`src/rtl/trap_controller_pkg.sv`:
```
// Shared types and cause codes for the trap controller and its arbiter.
package trap_controller_pkg;

    typedef enum logic [1:0] {
        IDLE     = 2'd0,
        FLUSH    = 2'd1,
        REDIRECT = 2'd2
    } trapState_;

    typedef enum logic [1:0] {
        NONE = 2'd0,
        EXC  = 2'd1,
        IRQ  = 2'd2,
        MRET = 2'd3
    } trapKind_;

    localparam logic [3:0] CAUSE_MEXT_IRQ         = 4'hB;
    localparam logic [3:0] CAUSE_ILLEGAL_INSTR    = 4'h2;
    localparam logic [3:0] CAUSE_ECALL_M          = 4'hB;
    localparam logic [3:0] CAUSE_MISALIGNED_FETCH = 4'h0;

endpackage

```
`src/rtl/trap_controller_trap_arbiter.sv`:
```
// Combinational writeback arbiter: exception > interrupt > MRET.
// The interrupt path exists only when TRAP_IRQ_EN is defined.
module trap_arbiter
    import trap_controller_pkg::*;
(
    input  logic     enable,
    input  logic     wbValid,
    input  logic     wbExceptionPending,
    input  logic     wbMret,
    input  logic     interrupt,
    input  logic     mstatusMIE,
    output trapKind_ kind,
    output logic     wbKill
);

`ifdef TRAP_IRQ_EN
    localparam logic IRQ_PATH = 1'b1;
`else
    localparam logic IRQ_PATH = 1'b0;
`endif

    logic irqReq;
    assign irqReq = IRQ_PATH & interrupt & mstatusMIE;

    always_comb begin
        kind   = NONE;
        wbKill = 1'b0;
        if (enable && wbValid) begin
            if (wbExceptionPending) begin
                kind = EXC;
            end else if (irqReq) begin
                kind = IRQ;
            end else if (wbMret) begin
                kind = MRET;
            end
        end
        // MRET retires normally; only traps squash the writeback instruction.
        wbKill = (kind == EXC) || (kind == IRQ);
    end

endmodule

```
`src/rtl/trap_controller.sv`:
```
// Trap commit FSM: CSR strobes, pipeline flush and fetch redirect handshake.
// Optional interrupt arbitration is enabled by defining TRAP_IRQ_EN.
module trap_controller
    import trap_controller_pkg::*;
#(
    parameter int unsigned FLUSH_CYCLES = 2,
    parameter int unsigned XLEN         = 32
) (
    input  logic            clock,
    input  logic            reset,
    input  logic            wbValid,
    input  logic [XLEN-1:0] wbPC,
    input  logic            wbExceptionPending,
    input  logic [3:0]      wbExceptionCause,
    input  logic [XLEN-1:0] wbExceptionValue,
    input  logic            wbMret,
    input  logic            interrupt,
    input  logic            mstatusMIE,
    input  logic [XLEN-1:0] mtvec,
    input  logic [XLEN-1:0] mepc,
    input  logic            fetchReady,
    output logic            wbKill,
    output logic            controlReset,
    output logic [3:0]      mcause,
    output logic [XLEN-1:0] mtval,
    output logic [XLEN-1:0] trapPC,
    output logic            mretSignal,
    output logic            pipelineFlush,
    output logic            redirectValid,
    output logic [XLEN-1:0] redirectPC
);

    localparam logic [3:0] FLUSH_LOAD = 4'(FLUSH_CYCLES - 1);

    trapState_       state, stateNext;
    trapKind_        kind;
    logic [3:0]      cnt, cntNext;
    logic            targetMret, targetMretNext;
    logic            controlResetNext, mretSignalNext;
    logic            pipelineFlushNext, redirectValidNext;
    logic [3:0]      mcauseNext;
    logic [XLEN-1:0] mtvalNext, trapPCNext, redirectPCNext;

    trap_arbiter u_arbiter (
        .enable             (state == IDLE),
        .wbValid            (wbValid),
        .wbExceptionPending (wbExceptionPending),
        .wbMret             (wbMret),
        .interrupt          (interrupt),
        .mstatusMIE         (mstatusMIE),
        .kind               (kind),
        .wbKill             (wbKill)
    );

    always_ff @(posedge clock or negedge reset) begin
        if (!reset) begin
            state         <= IDLE;
            cnt           <= '0;
            targetMret    <= 1'b0;
            controlReset  <= 1'b0;
            mretSignal    <= 1'b0;
            pipelineFlush <= 1'b0;
            redirectValid <= 1'b0;
            mcause        <= '0;
            mtval         <= '0;
            trapPC        <= '0;
            redirectPC    <= '0;
        end else begin
            state         <= stateNext;
            cnt           <= cntNext;
            targetMret    <= targetMretNext;
            controlReset  <= controlResetNext;
            mretSignal    <= mretSignalNext;
            pipelineFlush <= pipelineFlushNext;
            redirectValid <= redirectValidNext;
            mcause        <= mcauseNext;
            mtval         <= mtvalNext;
            trapPC        <= trapPCNext;
            redirectPC    <= redirectPCNext;
        end
    end

    always_comb begin
        stateNext         = state;
        cntNext           = cnt;
        targetMretNext    = targetMret;
        controlResetNext  = 1'b0;
        mretSignalNext    = 1'b0;
        pipelineFlushNext = pipelineFlush;
        redirectValidNext = redirectValid;
        mcauseNext        = mcause;
        mtvalNext         = mtval;
        trapPCNext        = trapPC;
        redirectPCNext    = redirectPC;

        case (state)
            IDLE: begin
                if (kind != NONE) begin
                    stateNext         = FLUSH;
                    cntNext           = FLUSH_LOAD;
                    pipelineFlushNext = 1'b1;
                    targetMretNext    = (kind == MRET);
                    if (kind == MRET) begin
                        mretSignalNext = 1'b1;
                    end else begin
                        controlResetNext = 1'b1;
                        trapPCNext       = wbPC;
                        if (kind == IRQ) begin
                            mcauseNext = CAUSE_MEXT_IRQ;
                            mtvalNext  = '0;
                        end else begin
                            mcauseNext = wbExceptionCause;
                            mtvalNext  = wbExceptionValue;
                        end
                    end
                end
            end
            FLUSH: begin
                // The vector is sampled only at the end of the flush so the
                // CSR write triggered by the strobe has already landed.
                if (cnt == 4'd0) begin
                    stateNext         = REDIRECT;
                    pipelineFlushNext = 1'b0;
                    redirectValidNext = 1'b1;
                    redirectPCNext    = targetMret ? mepc : mtvec;
                end else begin
                    cntNext = cnt - 4'd1;
                end
            end
            REDIRECT: begin
                if (fetchReady) begin
                    stateNext         = IDLE;
                    redirectValidNext = 1'b0;
                end
            end
            default: begin
                stateNext = IDLE;
            end
        endcase
    end

endmodule

```
`config.mk`:
```
export PLATFORM = sky130hd
export DESIGN_NAME = trap_controller
export DESIGN_NICKNAME = d
export VERILOG_FILES = /design/src/rtl/trap_controller_pkg.sv /design/src/rtl/trap_controller_trap_arbiter.sv /design/src/rtl/trap_controller.sv
export SDC_FILE = /design/constraint.sdc
export NUM_CORES = 1
export LEC_CHECK = 0
export ABC_AREA = 0
export BUFFER_PORTS_ARGS = -buffer_cell sky130_fd_sc_hd__buf_4
export CORE_MARGIN = 10
export CORE_UTILIZATION = 40
export CTS_CLUSTER_DIAMETER = 200
export CTS_CLUSTER_SIZE = 16
export DETAILED_ROUTE_END_ITERATION = 8
export GPL_ROUTABILITY_DRIVEN = 0
export PLACE_DENSITY = 0.78
export SLEW_MARGIN = 10
export SYNTH_ARGS = -nofsm -noshare
export SYNTH_HDL_FRONTEND = slang
export SYNTH_SLANG_ARGS = --single-unit
```
`constraint.sdc`:
```
create_clock -name clock -period 2.3 [get_ports clock]
set_input_delay 0.23 -clock clock [delete_from_list [all_inputs] [get_ports clock]]
set_output_delay 0.23 -clock clock [all_outputs]
set_load 0.02 [all_outputs]
```
* After elaboration in Yosys (flattened, before gate mapping)
Cells that the tools add are included.
** Storage, ports and cells
- Flip-flop bits (word level) :: 111
- Latch bits :: 0
- Memory bits (writable) :: 0
- ROM bits :: 0
- Bits of input ports :: 140
- Output and inout port bits :: 105
- Word-level logic and storage cells :: 61
- Memories kept :: 0
** Operators by class
- Add/subtract/negate cells :: 1
- Multiply operators :: 0
- Div/mod/pow operators :: 0
- $lt $le $gt $ge :: 0
- Eq/ne operators :: 9
- Shift-type cells :: 0
- Muxes and demuxes :: 25
- Bitwise gates (word level) :: 1
- Reductions and logical operators :: 14
** Operator list (number)
- $mux 32 :: 2
- $reduce_and 3->1 :: 5
- $mux 2 :: 6
- $mux 4 :: 3
- $mux 1 :: 10
- $ne 2x2->1 const B :: 4
- $pmux 4 s2 :: 1
- $eq 2x2->1 const B :: 3
- $pmux 2 s3 :: 1
- $reduce_bool 2->1 :: 3
- $eq 2x1->1 const B :: 2
- $logic_not 4->1 :: 1
- $pmux 1 s2 :: 2
- $reduce_and 2->1 :: 2
- $sub 4x1->4 const B :: 1
- $logic_not 2->1 :: 1
- $logic_and 1x1->1 :: 1
- $logic_or 1x1->1 :: 1
- $not 1->1 :: 1

* Logic depth before layout (Yosys ltp)
Gate-level depths: netlist of the first run.
- Word-level depth :: 7
- Gate-level depth with buffers :: 11
- Mapped depth without buffers :: 7

* Modules after synthesis
A second synthesis of the first run with hierarchy kept.
** Unflattened totals
- Cell total of the unflattened synthesis :: 382
- Area, all modules :: 4838.4 µm²
** Modules (own cells, without submodules)
- trap_controller :: instances 1, cells each 379, area each 4810.9 µm², sequential area each 2777.7 µm²
- trap_arbiter :: instances 1, cells each 3, area each 27.5 µm², sequential area each 0.0 µm²

* Least setup slack after synthesis of the first run
Ideal clock, no wire load.
- Path type :: reg2reg
- Start :: register state[1]
- End :: register trapPC[2]
- Library setup time :: 0.125 ns
- Arrival time :: 2.145 ns
- Required time :: 2.175 ns
- Path slack :: 0.030 ns
- Stages on the path, launching flop included :: 11
- Path buffers :: 4
- Cells stage by stage :: dfrtp_1 -> buf_2 -> nor2_1 -> nand2_1 -> nor2_1 -> ha_1 -> or3b_1 -> buf_2 -> buf_6 -> buf_6 -> mux2_4
** On the way
- Longest elaborated chain between the ends :: 6
** RTL lines
- start, declared :: RTL line trap_controller.sv:35 : trapState_ state, stateNext;
- start signal, assigned :: RTL line trap_controller.sv:69 : state <= stateNext;
- $logic_not 2->1 (*) :: RTL line trap_controller.sv:45, trap_controller.sv:96
- $logic_and 1x1->1 :: RTL line trap_controller_trap_arbiter.sv:28 : if (enable && wbValid) begin
- $mux 2 :: RTL line trap_controller_trap_arbiter.sv:28
- $eq 2x2->1 :: RTL line trap_controller.sv:103 : if (kind == MRET) begin
- $not 1->1 (no line)
- $reduce_and 3->1 (no line) (*)
- end signal, assigned :: RTL line trap_controller.sv:78 : trapPC <= trapPCNext;
- end, declared :: RTL line trap_controller.sv:26 : output logic [XLEN-1:0] trapPC,
Mark *: on every way between the ends. The rest lies on a longest branch, timed or not.
A chain may end at the register's enable or synchronous reset.

* Worst setup path after layout of the first run
- Start :: register state[0]
- End :: register trapPC[16]
The elaborated chain is that of the path after synthesis.

==> results of run 1 <==
==> layout make-up <==
type / count / share of cell area
multi-input combinational: 244 / 0.269
inverter: 8 / 0.00421
clock inverter: 3 / 0.00210
tap: 147 / 0.0258
sequential: 111 / 0.389
timing repair buffer: 252 / 0.271
clock buffer: 13 / 0.0393
==> cell usage after synthesis <==
| cell | instances | area share |
|---|---|---|
| dfrtp_1 | 111 | 0.57 |
| mux2i_1 | 3 | 0.0062 |
| mux2_4 | 7 | 0.022 |
| nor3_1 | 3 | 0.0031 |
| buf_6 | 3 | 0.0070 |
| nand4_1 | 1 | 0.0013 |
| inv_1 | 8 | 0.0062 |
| nand2b_1 | 34 | 0.044 |
| or3b_1 | 1 | 0.0018 |
| o22ai_1 | 1 | 0.0013 |
| nand4b_1 | 2 | 0.0036 |
| nand2_1 | 43 | 0.033 |
| o21ai_0 | 38 | 0.039 |
| and2_1 | 1 | 0.0013 |
| nor2_1 | 8 | 0.0062 |
| a21o_1 | 1 | 0.0016 |
| a311o_1 | 1 | 0.0021 |
| or2_2 | 1 | 0.0013 |
| o211ai_1 | 1 | 0.0016 |
| or3_1 | 1 | 0.0013 |
| buf_2 | 8 | 0.0083 |
| a21oi_1 | 2 | 0.0021 |
| clkbuf_1 | 13 | 0.010 |
| ha_1 | 6 | 0.015 |
| mux2_2 | 89 | 0.21 |
==> how the worst max path moves through the flow <==
stage                       endpoint  slack (ns)  cells past startpoint
after floorplan            trapPC[2]        0.03                     10
after global placement    trapPC[29]        0.26                      7
after detailed placement  trapPC[26]        0.19                      7
after CTS                 trapPC[16]        0.16                      7
after global routing      trapPC[26]        0.04                      7
final                     trapPC[16]        0.15                      7
==> report_power, final <==
group / internal (uW) / switching (uW)
Combinational: 2370 / 2570
Sequential: 2910 / 490
Clock: 848 / 661
Total: 6130 / 3720
==> state kept, by name, summed over array words and instances (netlist names) <==
name / cells
pipelineFlush: 1
cnt: 4
trapPC: 32
redirectPC: 32
state: 2
mcause: 4
mtval: 32
redirectValid: 1
mretSignal: 1
targetMret: 1
controlReset: 1
==> metal layers <==
layer,GRT usage,part of all wire,vias up
met1,0.162,0.36,1684
met3,0.0746,0.12,17
li1,-,-,1781
met2,0.270,0.50,150
met5,0,0,-
met4,0.0589,0.018,0
==> critical path, stage by stage, from the launching register on <==
cell      delay [ns]
dfrtp_1         0.39
nor2_1          0.18
nand4b_1        0.17
inv_1           0.14
ha_1            0.25
or3b_4          0.28
buf_12          0.23
mux2_2          0.37
==> through the flow <==
step,hold slack (ns),area (um2)
finish,0.0993,7140
global route,0.108,7140
CTS,0.0906,7140
detailed placement,0.176,6830
global placement,0.178,6830
floorplan,-0.0656,4840
==> placed cells by master (no fill, tap or decap), drive strengths merged, types with 2 or more instances in the layout <==
| master | n |
|---|---|
| a21oi | 2 |
| inv | 8 |
| mux2 | 96 |
| buf | 251 |
| nor3 | 3 |
| o21ai | 38 |
| ha | 6 |
| nand2b | 34 |
| dfrtp | 111 |
| mux2i | 3 |
| clkbuf | 13 |
| nand4b | 2 |
| nand2 | 43 |
| nor2 | 8 |
| clkinv | 3 |
==> what timing repair did <==
item                       in CTS  in global routing
resized for setup               0                  1
hold buffers                    1                  0
hold endpoints to repair       27                  0
setup endpoints to repair       0                  1
==> cell families after synthesis <==
logic type                 synth area share
DFF                                   0.573
muxes                                 0.235
and+or+nand+nor                      0.0971
AOI/OAI and AO/OA                    0.0478
buffers and inverters                0.0315
adders and majority gates            0.0155
==> impl_metrics.env, run 1 <==
export IMPL_timing_clock_skew_ns=0.00747
export IMPL_clk_latency_ns=0.34
export IMPL_setup_violations=0
export IMPL_numCtsBuffers=9
export IMPL_viasPerCell=4.67
export IMPL_synthToLayoutAreaGrowth_pct=47.3
export IMPL_multiInputGateArea_um2=1920
export IMPL_rr_startpoint="state[0]"
export IMPL_clock_sinks=111
export IMPL_worstPathMaxFanout=53
export IMPL_rsz0062_at_grt="no"
export IMPL_portBuffers=242
export IMPL_cellPowerDensity_nw_per_um2=1380
export IMPL_vias=3632
export IMPL_die_w_um=130
export IMPL_clock_tree_root_cell="clkbuf_16"
export IMPL_cts_path_max_buffers=2
export IMPL_core_area_um2=11900
export IMPL_num_rows=40
export IMPL_drv_slew=0
export IMPL_grt_pass1_vias=3998
export IMPL_netlist_cell_type_count=25
export IMPL_max_freq_ghz=0.465
export IMPL_fin_total_pwr_uw=9850
export IMPL_startpoint_type="flop"
export IMPL_synth_net_count=533
export IMPL_maxCapViolCount=0
export IMPL_syn_inst=387
export IMPL_ff2ff_setup_slack_ns=0.15
export IMPL_yosysWarnings=0
export IMPL_antenna_found_initial=0
export IMPL_utilization=0.599
export IMPL_r2r_end="trapPC[16]"
export IMPL_grt_max_degree=62
export IMPL_instances_no_fill=778
export IMPL_hold_start="fetchReady"
export IMPL_worstPathArrival_ns=2.37
export IMPL_hold_end="state[1]"
export IMPL_ant_nets=0
export IMPL_tritoncts="built"
export IMPL_drtIter0Drc=78
export IMPL_p_leak_uw=0.00358
export IMPL_grt_use_total=0.157
export IMPL_layout_min_cycle_time_ns=2.15
export IMPL_dpl_hpwl_um=10900
export IMPL_status="finished clean"
export IMPL_post_route_period_util=0.936
export IMPL_hp_class="primary input to flop"
export IMPL_cts_reportedPaths_clkPinSlew_ns=0.07
export IMPL_holdPathStages=2
export IMPL_ios=245
export IMPL_synth_avg_cell_area_um2=12.5
export IMPL_synth_seq_area_share=0.573
export IMPL_drive_above_1_share=0.580
export IMPL_ir_drop_mv=0.618
export IMPL_synth_area_um2=4840
export IMPL_post_cts_buffers=0
export IMPL_worst_slew_pin_slew_ns=0.497
export IMPL_start_util=0.407
export IMPL_grt_pass1_wl_um=20900
export IMPL_diodes=0
export IMPL_fillers=1001
export IMPL_slew_headroom=0.669
export IMPL_die_y_um=130
export IMPL_dieArea_um2=16900
export IMPL_pre_cts_ws_ns=0.194
export IMPL_drc=0
export IMPL_fin_tns_setup_ns=0
export IMPL_worstPathRequired_ns=2.52
export IMPL_synth_seq_cells=111
export IMPL_cts_htree_levels=3
export IMPL_rr_worst_depth=7
export IMPL_drt_wl_total_um=13500
export IMPL_final_nets=772
export IMPL_finalHoldViolCount=0
export IMPL_critPathCaptureType="flop"
export IMPL_startpoint="state[0]"
export IMPL_seq_area_um2=2780
export IMPL_worst_slack_ns=0.148
export IMPL_place_inst=761
export IMPL_dr_pass1_iters=4
export IMPL_wl_per_cell_um=17.4
export IMPL_overflow=0
export IMPL_crit_type="flop to flop"
No activity file was read; power rests on OpenSTA's default activity.
==> run 2, diff against run 1 <==
- GPL_TIMING_DRIVEN: not set -> 0
- RECOVER_POWER: not set -> 25
==> impl_metrics.env, run 2 (same netlist as run 1, synthesis figures left out) <==
export IMPL_status="complete, but fails checks"
export IMPL_failed_checks="max-slew violations"
export IMPL_cts_path_max_buffers=2
export IMPL_dpl_hpwl_um=11600
export IMPL_worst_slew_pin_slew_ns=1.51
export IMPL_crit_family="simple AND/OR/NAND/NOR gates"
export IMPL_placed_area_um2=6850
export IMPL_multiInputGateArea_um2=1940
export IMPL_start_util=0.407
export IMPL_vias=3865
export IMPL_synthToLayoutAreaGrowth_pct=50.2
export IMPL_grtUsageMet1=0.169
export IMPL_die_w_um=130
export IMPL_final_nets=793
export IMPL_crit_type="flop to flop"
export IMPL_grtUsageMet3=0.0779
export IMPL_tritoncts="built"
export IMPL_num_rows=40
export IMPL_p_switching_uw=3880
export IMPL_max_stage_delay_ns=0.38
export IMPL_place_inst=776
export IMPL_pre_cts_ws_ns=-0.243
export IMPL_antenna_found_initial=0
export IMPL_worstPathArrival_ns=2.50
export IMPL_most_common_layout_cells="buf_4, dfrtp_1, mux2_2"
export IMPL_maxCapViolCount=0
export IMPL_path_cells="buf_6 > nor2_4 > nand2_2 > nor2_2 > ha_4 > or3b_4 > buf_8 > buf_12 > clkbuf_16 > mux2_4"
export IMPL_numCtsBuffers=9
export IMPL_grt_busiest_layer="met2"
export IMPL_dieArea_um2=16900
export IMPL_portBuffers=242
export IMPL_layout_min_cycle_time_ns=2.29
export IMPL_power_frac_clock=0.153
export IMPL_seq_area_um2=2780
export IMPL_cpMaxStageDelayCell="or3b_4"
export IMPL_wl_per_cell_um=18.4
export IMPL_critPathCaptureType="flop"
export IMPL_drc=0
export IMPL_cts_reportedPaths_clkPinSlew_ns=0.06
export IMPL_worstPathRequired_ns=2.51
export IMPL_seqPwrFrac=0.336
export IMPL_diodes=0
export IMPL_worst_slack_ns=0.0128
export IMPL_grt_pass1_wl_um=21900
export IMPL_core_area_um2=11900
export IMPL_ios=245
export IMPL_critical_path_buf_inv_count=4
export IMPL_clock_sinks=111
export IMPL_cellPowerDensity_nw_per_um2=1400
export IMPL_worstPathMaxFanout=8
export IMPL_p_leak_uw=0.00364
export IMPL_grt_use_total=0.163
export IMPL_use_met2=0.287
export IMPL_ant_nets=0
export IMPL_viasPerCell=4.84
export IMPL_utilization=0.611
export IMPL_slew_headroom=-0.00480
export IMPL_grt_pass1_vias=4112
export IMPL_drt_wl_total_um=14700
export IMPL_stdcell_area_um2=7280
export IMPL_drv_slew=58
export IMPL_cts_htree_levels=3
export IMPL_grt_max_degree=112
export IMPL_fillers=966
export IMPL_startpoint_type="flop"
export IMPL_instances_no_fill=798
export IMPL_clk_latency_ns=0.33
export IMPL_die_y_um=130
export IMPL_timing_clock_skew_ns=0.00860
export IMPL_finalHoldViolCount=0
export IMPL_overflow=0
export IMPL_fin_tns_setup_ns=0
export IMPL_dr_pass1_iters=4
export IMPL_swShare=0.381
export IMPL_post_route_period_util=0.994
export IMPL_drtIter0Drc=203
export IMPL_hp_class="primary input to flop"
export IMPL_p_int_uw=6300
export IMPL_max_freq_ghz=0.437
export IMPL_ir_drop_mv=0.631
export IMPL_clock_tree_root_cell="clkbuf_16"
export IMPL_top_regs="mtval (32), redirectPC (32), trapPC (32)"
export IMPL_power_frac_comb=0.511
export IMPL_mostFrequentLayoutCell="buf_4"
export IMPL_setup_violations=0
export IMPL_drive_above_1_share=0.585
run 2: cell count changes in the layout (fill, tap and decap cells not counted), moves of 2 or more:
cell,change
clkbuf_1,+10
buf_2,+7
clkinv_2,-2
nor2_1,-2
clkbuf_2,+3
clkbuf_8,-2
run 2: path summary, 6_finish.rpt:
path,start,to,slack (ns),depth (start not counted)
worst max register to register,state[0],trapPC[5],0.01,10
worst min register to register,mtval[9],mtval[9],0.48,2
worst min-delay path,fetchReady,state[1],0.11,2
max in group asynchronous,reset,mtval[26],1.07,1
min in group asynchronous,reset,redirectPC[31],0.25,1
worst max-delay path,state[0],trapPC[5],0.01,10
run 2: per-stage QoR:
step / total power [uW] / hold WS, ns
2_1_floorplan: 6230 / -0.0656
3_3_place_gp: 8350 / 0.440
3_5_place_dp: 8550 / 0.446
4_1_cts: 10200 / 0.0846
5_1_grt: 10800 / 0.106
6_report: 10200 / 0.114
run 2: timing repair:
item                                    4_1_cts  5_1_grt
buffers inserted                              2        5
resized for setup                             9       15
pin swaps                                     1        3
gates cloned                                  0        1
endpoints found under the setup margin       67       64
hold buffers                                  0        0
run 2: area by class of cell:
cell class / count / share of cell area
clock buffers: 12 / 0.0352
clock inverters: 3 / 0.00585
inverters: 8 / 0.00413
repair buffers: 250 / 0.260
well taps: 147 / 0.0253
multi-input cells: 244 / 0.267
flip-flops and latches: 111 / 0.382
plain buffers: 23 / 0.0206
run 2: routing by layer:
metal	vias up	part of all wire
li1	1827	-
met1	1841	0.34
met2	177	0.51
met3	20	0.13
met4	0	0.022
met5	-	0
run 2: power groups by stage:
stage               Sequential, uW  Combinational [uW]  Clock (uW)
floorplan                     4490                1750           0
global placement              3370                4970           0
detailed placement            3450                5100           0
CTS                           3420                5170        1590
global route                  3540                5580        1690
finish                        3420                5200        1550
